--- src/rtl/muldiv_ctrl.sv ---
// muldiv_ctrl: sequencer between the CPU control unit and the multi-cycle
// multiplier/divider datapaths. It latches one request at a time, pulses the
// selected unit's start line and waits out the unit's fixed latency. It then
// captures the result into the architectural HI/LO registers. The block also
// handles MTHI/MTLO writes and short-circuits a divide by zero.
module muldiv_ctrl #(
   parameter int N   = 32,
   parameter int LAT = 33
) (
   input  logic         clk,
   input  logic         reset,
   input  logic         op_valid,
   input  logic         op_sel,
   input  logic [N-1:0] srcA,
   input  logic [N-1:0] srcB,
   input  logic         wr_hi,
   input  logic         wr_lo,
   input  logic [N-1:0] wr_data,
   output logic         multCtrl,
   output logic         divCtrl,
   output logic [N-1:0] opA,
   output logic [N-1:0] opB,
   input  logic [N-1:0] mult_hi,
   input  logic [N-1:0] mult_lo,
   input  logic [N-1:0] div_hi,
   input  logic [N-1:0] div_lo,
   output logic [N-1:0] hi,
   output logic [N-1:0] lo,
   output logic         busy,
   output logic         done,
   output logic         div_zero
);

   // The counter must hold LAT-1. With LAT of 1 that value is zero, so the
   // counter is still given at least one bit.
   localparam int CW = (LAT > 1) ? $clog2(LAT) : 1;

   typedef enum logic [2:0] {
      IDLE    = 3'd0,
      START   = 3'd1,
      WAIT    = 3'd2,
      CAPTURE = 3'd3,
      DZERO   = 3'd4
   } state_t;

   state_t          state_r;
   logic [CW-1:0]   cnt_r;
   logic            is_div_r;

   // The stall request is raised in every state except IDLE, so the
   // acceptance cycle itself is not stalled.
   assign busy = (state_r != IDLE);

   // Sequencer FSM. Start pulses and done are registered, so each one is
   // high for exactly the state that owns it.
   always_ff @(posedge clk) begin
      if (reset) begin
         state_r  <= IDLE;
         cnt_r    <= {CW{1'b0}};
         is_div_r <= 1'b0;
         opA      <= {N{1'b0}};
         opB      <= {N{1'b0}};
         hi       <= {N{1'b0}};
         lo       <= {N{1'b0}};
         multCtrl <= 1'b0;
         divCtrl  <= 1'b0;
         done     <= 1'b0;
         div_zero <= 1'b0;
      end else begin
         case (state_r)
            IDLE: begin
               // MTHI/MTLO writes land even when a request is accepted in the
               // same cycle. That operation's capture overwrites them later.
               if (wr_hi) begin
                  hi <= wr_data;
               end
               if (wr_lo) begin
                  lo <= wr_data;
               end
               if (op_valid) begin
                  opA      <= srcA;
                  opB      <= srcB;
                  is_div_r <= op_sel;
                  if (op_sel && (srcB == {N{1'b0}})) begin
                     // A divide by zero never starts the divider.
                     state_r <= DZERO;
                     done    <= 1'b1;
                  end else begin
                     state_r  <= START;
                     multCtrl <= ~op_sel;
                     divCtrl  <= op_sel;
                  end
               end
            end
            START: begin
               multCtrl <= 1'b0;
               divCtrl  <= 1'b0;
               cnt_r    <= CW'(LAT - 1);
               state_r  <= WAIT;
            end
            WAIT: begin
               // The count runs from LAT-1 down to 0, so WAIT lasts LAT cycles.
               if (cnt_r == {CW{1'b0}}) begin
                  state_r <= CAPTURE;
                  done    <= 1'b1;
               end else begin
                  cnt_r <= cnt_r - CW'(1);
               end
            end
            CAPTURE: begin
               done    <= 1'b0;
               state_r <= IDLE;
               if (is_div_r) begin
                  hi       <= div_hi;
                  lo       <= div_lo;
                  div_zero <= 1'b0;
               end else begin
                  hi <= mult_hi;
                  lo <= mult_lo;
               end
            end
            DZERO: begin
               done     <= 1'b0;
               div_zero <= 1'b1;
               state_r  <= IDLE;
            end
            default: begin
               state_r  <= IDLE;
               multCtrl <= 1'b0;
               divCtrl  <= 1'b0;
               done     <= 1'b0;
            end
         endcase
      end
   end

endmodule

--- config.mk ---
export PLATFORM = sky130hd
export DESIGN_NAME = muldiv_ctrl
export DESIGN_NICKNAME = d
export VERILOG_FILES = /design/src/rtl/muldiv_ctrl.sv
export SDC_FILE = /design/constraint.sdc
export NUM_CORES = 1
export LEC_CHECK = 0
export CELL_PAD_IN_SITES_DETAIL_PLACEMENT = 0
export CELL_PAD_IN_SITES_GLOBAL_PLACEMENT = 1
export CORE_MARGIN = 3
export CORE_UTILIZATION = 29
export DETAILED_ROUTE_END_ITERATION = 8
export GPL_TIMING_DRIVEN = 0
export PLACE_DENSITY_LB_ADDON = 0.1
export SYNTH_ARGS = -nofsm -noshare
export SYNTH_HDL_FRONTEND = slang
export SYNTH_SLANG_ARGS = --single-unit
--- constraint.sdc ---
create_clock -name clk -period 3 [get_ports clk]
set_clock_uncertainty 0.2 [all_clocks]
set_input_delay 0.45 -clock clk [delete_from_list [all_inputs] [get_ports clk]]
set_output_delay 0.45 -clock clk [all_outputs]
set_load 0.02 [all_outputs]
==> flow_summary.rst, run 1 <==
.. list-table::
   :header-rows: 1

   * - Metric
     - Value
   * - Result of the run
     - finished, final reports clean
   * - First-pass GRT wire length
     - 41300 µm
   * - Worst R2R Path Depth
     - 5
   * - # rows
     - 53
   * - Die area
     - 24000 µm²
   * - Setup repair after global routing missed its margin
     - no
   * - Max Cap Violations
     - 0
   * - Startpoint type of the worst setup path
     - register
   * - Mux share of post-synthesis cell area
     - 0.0998
   * - Placeable core area
     - 21400 µm²
   * - Worst rel slew slack
     - 0.391
   * - Minimum setup slack after placement
     - 348 ps
   * - Parity-gate share of the synthesized area counting xor and xnor cells
     - 0.00273
   * - DRC Markers
     - 0
   * - Starting density of the core
     - 0.300
   * - Arrival time of the worst setup path
     - 2650 ps
   * - Filler instances
     - 2089
   * - I/O pin total
     - 363
   * - Share of synthesized flip-flops with an asynchronous set or reset
     - 0
   * - Largest family of logic cells by synthesized area
     - compound AO/OA/AOI/OAI gates
   * - Cell type contributing the most total cell area after synthesis
     - sky130_fd_sc_hd__dfxtp_1
   * - Number of max-slew violations in the final report
     - 0
   * - Count of final hold-check violations
     - 0
   * - End of the worst register-to-register path
     - hi[15]
   * - Max Root-Sink Buffers
     - 2
   * - Floorplan die width
     - 155 µm
   * - Share of layout cells above drive strength 1
     - 0.0478
   * - Power per unit of standard cell area
     - 611 nW/µm²
   * - Area share of the leading cell type in the synthesized netlist
     - 0.443
   * - TritonCTS clock tree
     - built
   * - Number of warnings printed during yosys synthesis
     - 0
   * - Critical Path Sink Type
     - register
   * - CTS Buf Count
     - 17
   * - Pre-Repair DR Iteration Count
     - 4
   * - Number of distinct library cell variants in the gate-level netlist after synthesis
     - 45
   * - Remaining antenna violation count after routing
     - 0
   * - FF-to-FF Start
     - is_div_r
   * - Final Worst Setup Slack
     - 477 ps
   * - Cell area after placement
     - 10400 µm²
   * - DR iter-0 viols
     - 332
   * - Number of global-route vias before repair
     - 6882
   * - Dpl hpwl
     - 22100 µm
   * - Final number of setup-violating endpoints
     - 0
   * - Setup slack of the most critical reg-to-reg path
     - 480 ps
   * - Largest net degree at the start of global routing
     - 17
   * - Worst Path Max Fanout
     - 10
   * - Highest attainable clock frequency
     - 396 MHz
   * - Total Nets Final
     - 1369
   * - Total number of vias
     - 6906
   * - Worst Setup EP
     - hi[15]
   * - Clk sinks
     - 142
   * - Minimum clock period after layout
     - 2520 ps
   * - WL/cell
     - 19.6 µm
   * - Synthesized area per cell
     - 8.49 µm²
   * - Count of flip-flops with a built-in enable after synthesis
     - 0
   * - Sequential cell area fraction in the yosys report
     - 0.443
   * - Gate Count Post-Synth
     - 756
   * - Cell chosen for the clock root
     - sky130_fd_sc_hd__clkbuf_16
   * - Net count after synthesis
     - 988
   * - CTS clock-pin slew for the worst setup and hold paths
     - 70 ps
   * - Power consumption
     - 6.71 mW
   * - Worst VDD drop
     - 0.352 mV
   * - Number of flip-flops and latches in the synthesized netlist
     - 142
   * - Accumulated negative setup slack
     - 0 ps
   * - # H-tree levels
     - 4
   * - Signed area change from the synthesized netlist to the final layout
     - 71.1%
   * - Top FF cell, synth
     - sky130_fd_sc_hd__dfxtp_1
   * - Total routing resource utilization after global routing
     - 0.225
   * - Overflow left after global routing
     - 0
   * - Number of setup buffers added after CTS
     - 0
   * - Number of antenna violations at the first check in global routing
     - 2
   * - Count of buffers from port buffering
     - 362
   * - Final Wtd Congestion
     - 0.815
   * - Start-to-end type of the worst setup path
     - reg2reg
   * - Area of the mapped netlist
     - 6420 µm²
   * - Final Routed Wirelength
     - 27900 µm
   * - Worst setup path start
     - is_div_r
   * - Hold buffer count at CTS
     - 0
   * - Leak pwr
     - 3.91 nW
   * - Floorplan die height
     - 155 µm
   * - Measured slew at the worst slew-check pin
     - 913 ps
   * - Post-synthesis share of cell area spent on and, or, nand and nor gates
     - 0.200
   * - Leading post-synthesis cells by cell area
     - sky130_fd_sc_hd__dfxtp_1 44%, sky130_fd_sc_hd__mux2i_1 10%, sky130_fd_sc_hd__a211oi_1 8.3%, sky130_fd_sc_hd__nand2_1 7.7%, sky130_fd_sc_hd__a21oi_1 5.7%
   * - Resized Gates After CTS
     - 0
   * - Required time at the worst-slack endpoint
     - 3120 ps
   * - Fin crit share
     - 0.841
   * - Worst-case hold slack
     - 252 ps
   * - Adder and majority gate portion of the synthesized area
     - 0.00390
   * - Clk_lat worst skew
     - 420 ps
   * - Final design area excluding fillers
     - 11000 µm²
   * - Complex-gate fraction of the synthesized area
     - 0.202
   * - Path category of the worst min-delay check
     - reg2reg
   * - Via density per instance
     - 4.84
report_power, final:
group / internal, mW / switching (mW) / leakage [nW] / total (mW)
Clock: 1.27 / 0.869 / 0.279 / 2.14
Sequential: 2.14 / 0.144 / 1.17 / 2.28
Combinational: 1.08 / 1.21 / 2.46 / 2.29
worst max-delay path: stages (launching register included):
cell,delay (ps)
sky130_fd_sc_hd__dfxtp_1,310
sky130_fd_sc_hd__buf_2,270
sky130_fd_sc_hd__buf_1,660
sky130_fd_sc_hd__clkbuf_1,560
sky130_fd_sc_hd__a211oi_1,150
sky130_fd_sc_hd__a211oi_1,280
layout make-up:
type,count,area (µm²),area share
diodes,2,5.00,0.000456
inverters,7,26.3,0.00239
multi-input cells,541,3270,0.297
clock buffers,20,457,0.0416
plain buffers,66,285,0.0260
well taps,275,344,0.0313
clock inverters,12,135,0.0123
repair buffers,362,3620,0.330
flip-flops and latches,142,2840,0.259
cells in the mapped netlist (7+ instances only):
cell and number:
sky130_fd_sc_hd__a21oi_1 73, sky130_fd_sc_hd__inv_1 7, sky130_fd_sc_hd__mux2i_1 64, sky130_fd_sc_hd__dfxtp_1 142
sky130_fd_sc_hd__clkbuf_1 45, sky130_fd_sc_hd__nand2_1 132, sky130_fd_sc_hd__a211oi_1 71, sky130_fd_sc_hd__nor2b_1 37
sky130_fd_sc_hd__nor2_1 73, sky130_fd_sc_hd__a221oi_1 30, sky130_fd_sc_hd__buf_2 15
flip-flops by register name, indices dropped and copies added (netlist names):
register and cells:
hi 32, div_zero 1, lo 32, divCtrl 1, done 1, cnt_r 6
is_div_r 1, opB 32, opA 32, state_r 3, multCtrl 1
logic make-up after synthesis:
| group | count (synthesis) |
|---|---|
| flops | 142 |
| fa+ha+maj | 2 |
| mux | 64 |
| simple gates | 281 |
| compound gates | 192 |
| xor+xnor | 2 |
| buf+inv | 73 |
how the worst min path moves through the flow:
stage | end | cells past startpoint | slack, ps | from
finish | opA[13] | 2 | 250 | opA[13]
global route | opB[23] | 2 | 270 | opB[23]
CTS | opA[17] | 2 | 250 | opA[17]
detailed placement | opA[17] | 2 | 250 | opA[17]
global placement | opA[9] | 2 | 240 | opA[9]
floorplan | cnt_r[3] | 2 | 280 | cnt_r[3]
cell usage in the layout, fill, tap and decap left out, drive strengths merged, types with 3 or more instances in the layout:
master	count
nand3	4
dfxtp	142
nor4	6
buf	21
clkdlybuf4s50	362
nor2	73
a221oi	30
mux2i	64
clkinvlp	4
o21ai	5
nor3	6
nor4b	3
nor2b	37
a211oi	71
clkinv	3
inv	10
or3	7
nand2	132
a21oi	73
clkbuf	65
nand4	3
through the flow:
stage,cells,util
after floorplan,756,-
after global placement,1393,0.485
after detailed placement,1393,0.485
after CTS,1425,0.513
after global routing,1427,0.513
final,1427,0.513
per-layer routing:
metal,GRT usage,vias up,wire (µm)
met5,0,-,0
met4,0.0572,0,344
met3,0.0761,21,2240
met2,0.371,239,13500
met1,0.284,3186,11900
li1,-,3460,-
(Power assumes the default switching activity.)
==> run 2, diff against run 1 <==
--- a/config.mk
+++ b/config.mk
@@ -8,7 +8,7 @@
 export CELL_PAD_IN_SITES_DETAIL_PLACEMENT = 0
 export CELL_PAD_IN_SITES_GLOBAL_PLACEMENT = 1
 export CORE_MARGIN = 3
-export CORE_UTILIZATION = 29
+export CORE_UTILIZATION = 27
 export DETAILED_ROUTE_END_ITERATION = 8
 export GPL_TIMING_DRIVEN = 0
 export PLACE_DENSITY_LB_ADDON = 0.1
==> constraint.sdc (replaced) <==
create_clock -name clk -period 2.42 [get_ports clk]
set_clock_uncertainty 0.2 [all_clocks]
set_input_delay 0.363 -clock clk [delete_from_list [all_inputs] [get_ports clk]]
set_output_delay 0.363 -clock clk [all_outputs]
set_load 0.02 [all_outputs]
==> flow_summary.rst, run 2 (synthesis results as in run 1) <==
.. list-table::
   :header-rows: 1

   * - Metric
     - Value
   * - Leak pwr
     - 3.96 nW
   * - Startpoint type of the worst setup path
     - register
   * - Total net switching power
     - 2.78 mW
   * - Starting density of the core
     - 0.279
   * - Measured slew at the worst slew-check pin
     - 895 ps
   * - I/O pin total
     - 363
   * - Overflow left after global routing
     - 0
   * - Register share of total power
     - 0.332
   * - Floorplan die width
     - 160 µm
   * - Setup slack of the most critical reg-to-reg path
     - 160 ps
   * - Fraction of power consumed by the clock network
     - 0.336
   * - Register area
     - 2840 µm²
   * - Worst Path Max Fanout
     - 10
   * - Share of layout cells above drive strength 1
     - 0.0548
   * - Internal cell power
     - 5.74 mW
   * - Multi-input logic area
     - 3270 µm²
   * - Final number of setup-violating endpoints
     - 0
   * - Cell chosen for the clock root
     - sky130_fd_sc_hd__clkbuf_16
   * - Highest attainable clock frequency
     - 442 MHz
   * - Hold buffer count at CTS
     - 0
   * - WL/cell
     - 19.1 µm
   * - Count of placed standard cells in the final layout, fillers left out
     - 1464
   * - Cell Count Post-Placement
     - 1431
   * - # rows
     - 55
   * - Via density per instance
     - 4.73
   * - Placeable core area
     - 23000 µm²
   * - Start-to-end type of the worst setup path
     - reg2reg
   * - Number of antenna violations at the first check in global routing
     - 1
   * - Clk_lat worst skew
     - 420 ps
   * - Path category of the worst min-delay check
     - reg2reg
   * - DRC Markers
     - 0
   * - Signed area change from the synthesized netlist to the final layout
     - 72.6%
   * - Commonest cells after routing, fill and taps aside
     - 361 x sky130_fd_sc_hd__clkdlybuf4s50_1, 142 x sky130_fd_sc_hd__dfxtp_1, 132 x sky130_fd_sc_hd__nand2_1, 73 x sky130_fd_sc_hd__nor2_1, 72 x sky130_fd_sc_hd__a21oi_1
   * - Minimum clock period after layout
     - 2260 ps
   * - Floorplan die height
     - 160 µm
   * - DR iter-0 viols
     - 285
   * - CTS Buf Count
     - 17
   * - Global route hottest layer
     - met2
   * - Final Worst Setup Slack
     - 158 ps
   * - Hold wc startpoint
     - opA[20]
   * - Die area
     - 25700 µm²
   * - Sw frac
     - 0.327
   * - CTS clock-pin slew for the worst setup and hold paths
     - 70 ps
   * - Worst R2R Path Depth
     - 7
   * - Power consumption
     - 8.52 mW
   * - Max Root-Sink Buffers
     - 2
   * - Fin crit share
     - 0.935
   * - FF-to-FF Start
     - state_r[0]
   * - Most frequent standard cell in the layout excluding fill and tap cells
     - sky130_fd_sc_hd__clkdlybuf4s50_1
   * - Met2 capacity usage during global routing
     - 0.367
   * - TritonCTS clock tree
     - built
   * - Worst rel slew slack
     - 0.403
   * - Required time at the worst-slack endpoint
     - 2550 ps
   * - Result of the run
     - finished, final reports clean
   * - GR met3 Demand/Resource
     - 0.0708
   * - Setup repair after global routing missed its margin
     - yes
   * - Met1 layer usage reported by global route
     - 0.248
   * - Total number of vias
     - 6922
   * - Final Routed Wirelength
     - 28000 µm
   * - Total Nets Final
     - 1369
   * - Final Wtd Congestion
     - 0.812
   * - Hold Crit Depth
     - 2
   * - Max Cap Violations
     - 0
   * - Filler instances
     - 2357
   * - Worst VDD drop
     - 0.349 mV
   * - Hold Path End
     - opA[20]
   * - Accumulated negative setup slack
     - 0 ps
   * - Pre-Repair DR Iteration Count
     - 6
   * - Clk sinks
     - 142
   * - Arrival time of the worst setup path
     - 2390 ps
   * - Minimum setup slack after placement
     - -155 ps
   * - Number of global-route vias before repair
     - 7028
   * - Total routing resource utilization after global routing
     - 0.211
   * - First-pass GRT wire length
     - 41800 µm
   * - Count of buffers from port buffering
     - 362
   * - Dpl hpwl
     - 22300 µm
   * - Largest net degree at the start of global routing
     - 17
   * - Relative contribution of combinational cells to total power
     - 0.332
   * - Number of max-slew violations in the final report
     - 0
   * - Power per unit of standard cell area
     - 769 nW/µm²
   * - # H-tree levels
     - 4
   * - Remaining antenna violation count after routing
     - 0
   * - End of the worst register-to-register path
     - hi[5]
   * - Count of final hold-check violations
     - 0
   * - Critical Path Sink Type
     - register
[run 2: critical path, stage by stage, from the launching register on]
cell and delay (ps):
sky130_fd_sc_hd__dfxtp_1 290, sky130_fd_sc_hd__buf_2 180, sky130_fd_sc_hd__buf_4 190, sky130_fd_sc_hd__nand3b_1 80, sky130_fd_sc_hd__clkbuf_1 360, sky130_fd_sc_hd__clkbuf_1 450, sky130_fd_sc_hd__a211oi_1 170, sky130_fd_sc_hd__a211oi_1 240
[run 2: power groups by stage]
stage	Combinational [mW]	Sequential, mW	Clock, mW
2_1_floorplan	1.17	3.18	0
3_3_place_gp	2.86	2.87	0
3_5_place_dp	2.86	2.87	0
4_1_cts	2.87	2.83	2.93
5_1_grt	3.05	2.87	3.02
6_report	2.83	2.82	2.86
[run 2: final cells by class]
type / instances / share of cell area
Timing Repair Buffer: 362 / 0.327
Multi-Input combinational cell: 541 / 0.295
Sequential cell: 142 / 0.256
Clock buffer: 18 / 0.0387
Tap cell: 313 / 0.0353
Buffer: 66 / 0.0265
Clock inverter: 14 / 0.0186
Inverter: 7 / 0.00237
Antenna cell: 1 / 0.000226
[run 2: routing by layer]
metal | wire length [µm] | vias to the layer above
met3 | 2030 | 24
met1 | 11600 | 3194
met2 | 13700 | 242
li1 | - | 3462
met4 | 589 | 0
met5 | 0 | -
[run 2: worst max-delay path by stage]
| stage | endpoint | from | cells after the start |
|---|---|---|---|
| after detailed placement | hi[24] | wr_hi | 6 |
| after global placement | hi[29] | wr_hi | 6 |
| after global routing | hi[13] | state_r[0] | 7 |
| after CTS | hi[13] | state_r[0] | 7 |
| final | hi[5] | state_r[0] | 7 |
| after floorplan | divCtrl | state_r[2] | 5 |
[run 2: stage by stage]
step	hold slack [ps]	cell area (µm²)	utilization
finish	252	11100	0.482
global route	268	11100	0.482
CTS	254	11100	0.482
detailed placement	246	10400	0.454
global placement	241	10400	0.454
floorplan	280	6420	-
[run 2: timing repair]
action,in CTS,in global routing
resized for setup,2,13
buffers inserted,0,0
cloned,0,0
setup endpoints to repair,14,42
==> patch, RTL diff (flow settings as in run 2) <==
The 5 states of `state_t` get a Gray code encoding in 3 bits.
--- a/src/rtl/muldiv_ctrl.sv
+++ b/src/rtl/muldiv_ctrl.sv
@@ -37,9 +37,9 @@
 
    typedef enum logic [2:0] {
-      IDLE    = 3'd0,
-      START   = 3'd1,
-      WAIT    = 3'd2,
-      CAPTURE = 3'd3,
-      DZERO   = 3'd4
+      IDLE    = 3'b000,
+      START   = 3'b001,
+      WAIT    = 3'b011,
+      CAPTURE = 3'b010,
+      DZERO   = 3'b110
    } state_t;
 
Behaviour: same outputs for any inputs over 4 cycles, from zero or initial values and one cycle with reset high; so few cycles prove little.
==> patch against run 2 <==
Sequential power shrank 7.8%; area after synthesis grew 2.1%; setup slack lost 18 ps; count of clock-buffer cells in the layout grew 2; design area grew 0.87%; wire length grew 0.21%; sequential cell count is the same; hold slack lost 14 ps; total power shrank 18%.
==> patch: results <==
worst_hold_path:
  min_from: "reset"
  worst_hold_path_type: "input port to flop"
  holdPathStages: 3
detailed_routing:
  first_pass_iters: 5
  drt-initial-drc-count: 232
  vias: 6962
  viasPerCell: 4.69
synth:
  ys_top_cells_by_count: "199 x nand2_1, 142 x dfxtp_1, 100 x a21oi_1, 65 x a211oi_1, 64 x mux2i_1"
  yosysUniqueCellTypes: 46
  muxShareOfSynthArea: 0.103
  ys_seq_area_frac: 0.434
  yosys.area_share.adder: 0.00382
  netlist_instances: 773
layout:
  antenna_cells: 0
  drive_gt1_frac: 0.0670
power:
  internal_power_w: 0.00505
  p_seq_frac: 0.370
grt:
  use_met2: 0.337
  met1_usage: 0.252
  grt.total_usage: 0.205
place:
  io_buffers: 361
  dp_hpwl_um: 22100
  place_area_mm2: 0.0106
critical_path:
  r2r_cells: 6
  cp_slowest_cell: "clkdlybuf4s50_1"
  r2r-end: "hi[21]"
timing:
  holdWs_ps: 239
outcome:
  status: "finished clean"
patch: cell types whose count changed after synthesis, moves of 6 or more:
| cell | delta |
|---|---|
| nor2_1 | -63 |
| buf_2 | +12 |
| clkbuf_1 | -12 |
| a221oi_1 | -30 |
| a21oi_1 | +27 |
| nand2_1 | +67 |
| a211oi_1 | -6 |
| o211ai_1 | +31 |
| or3_1 | -6 |
patch: worst max-delay path by stage:
stage	end	startpoint	slack, ps	cells past startpoint
final	busy	state_r[0]	140	3
after global routing	hi[21]	state_r[2]	20	6
after CTS	busy	state_r[0]	110	3
after detailed placement	divCtrl	srcB[5]	40	5
after global placement	divCtrl	srcB[21]	8	5
after floorplan	cnt_r[0]	cnt_r[0]	710	6
patch: layout make-up:
cell class | instances | area [um2]
plain buffers | 67 | 334
clock buffers | 20 | 457
clock inverters | 11 | 156
fillers | 2431 | 12500
inverters | 6 | 22.5
multi-input cells | 558 | 3360
flip-flops and latches | 142 | 2840
well taps | 319 | 399
repair buffers | 361 | 3610
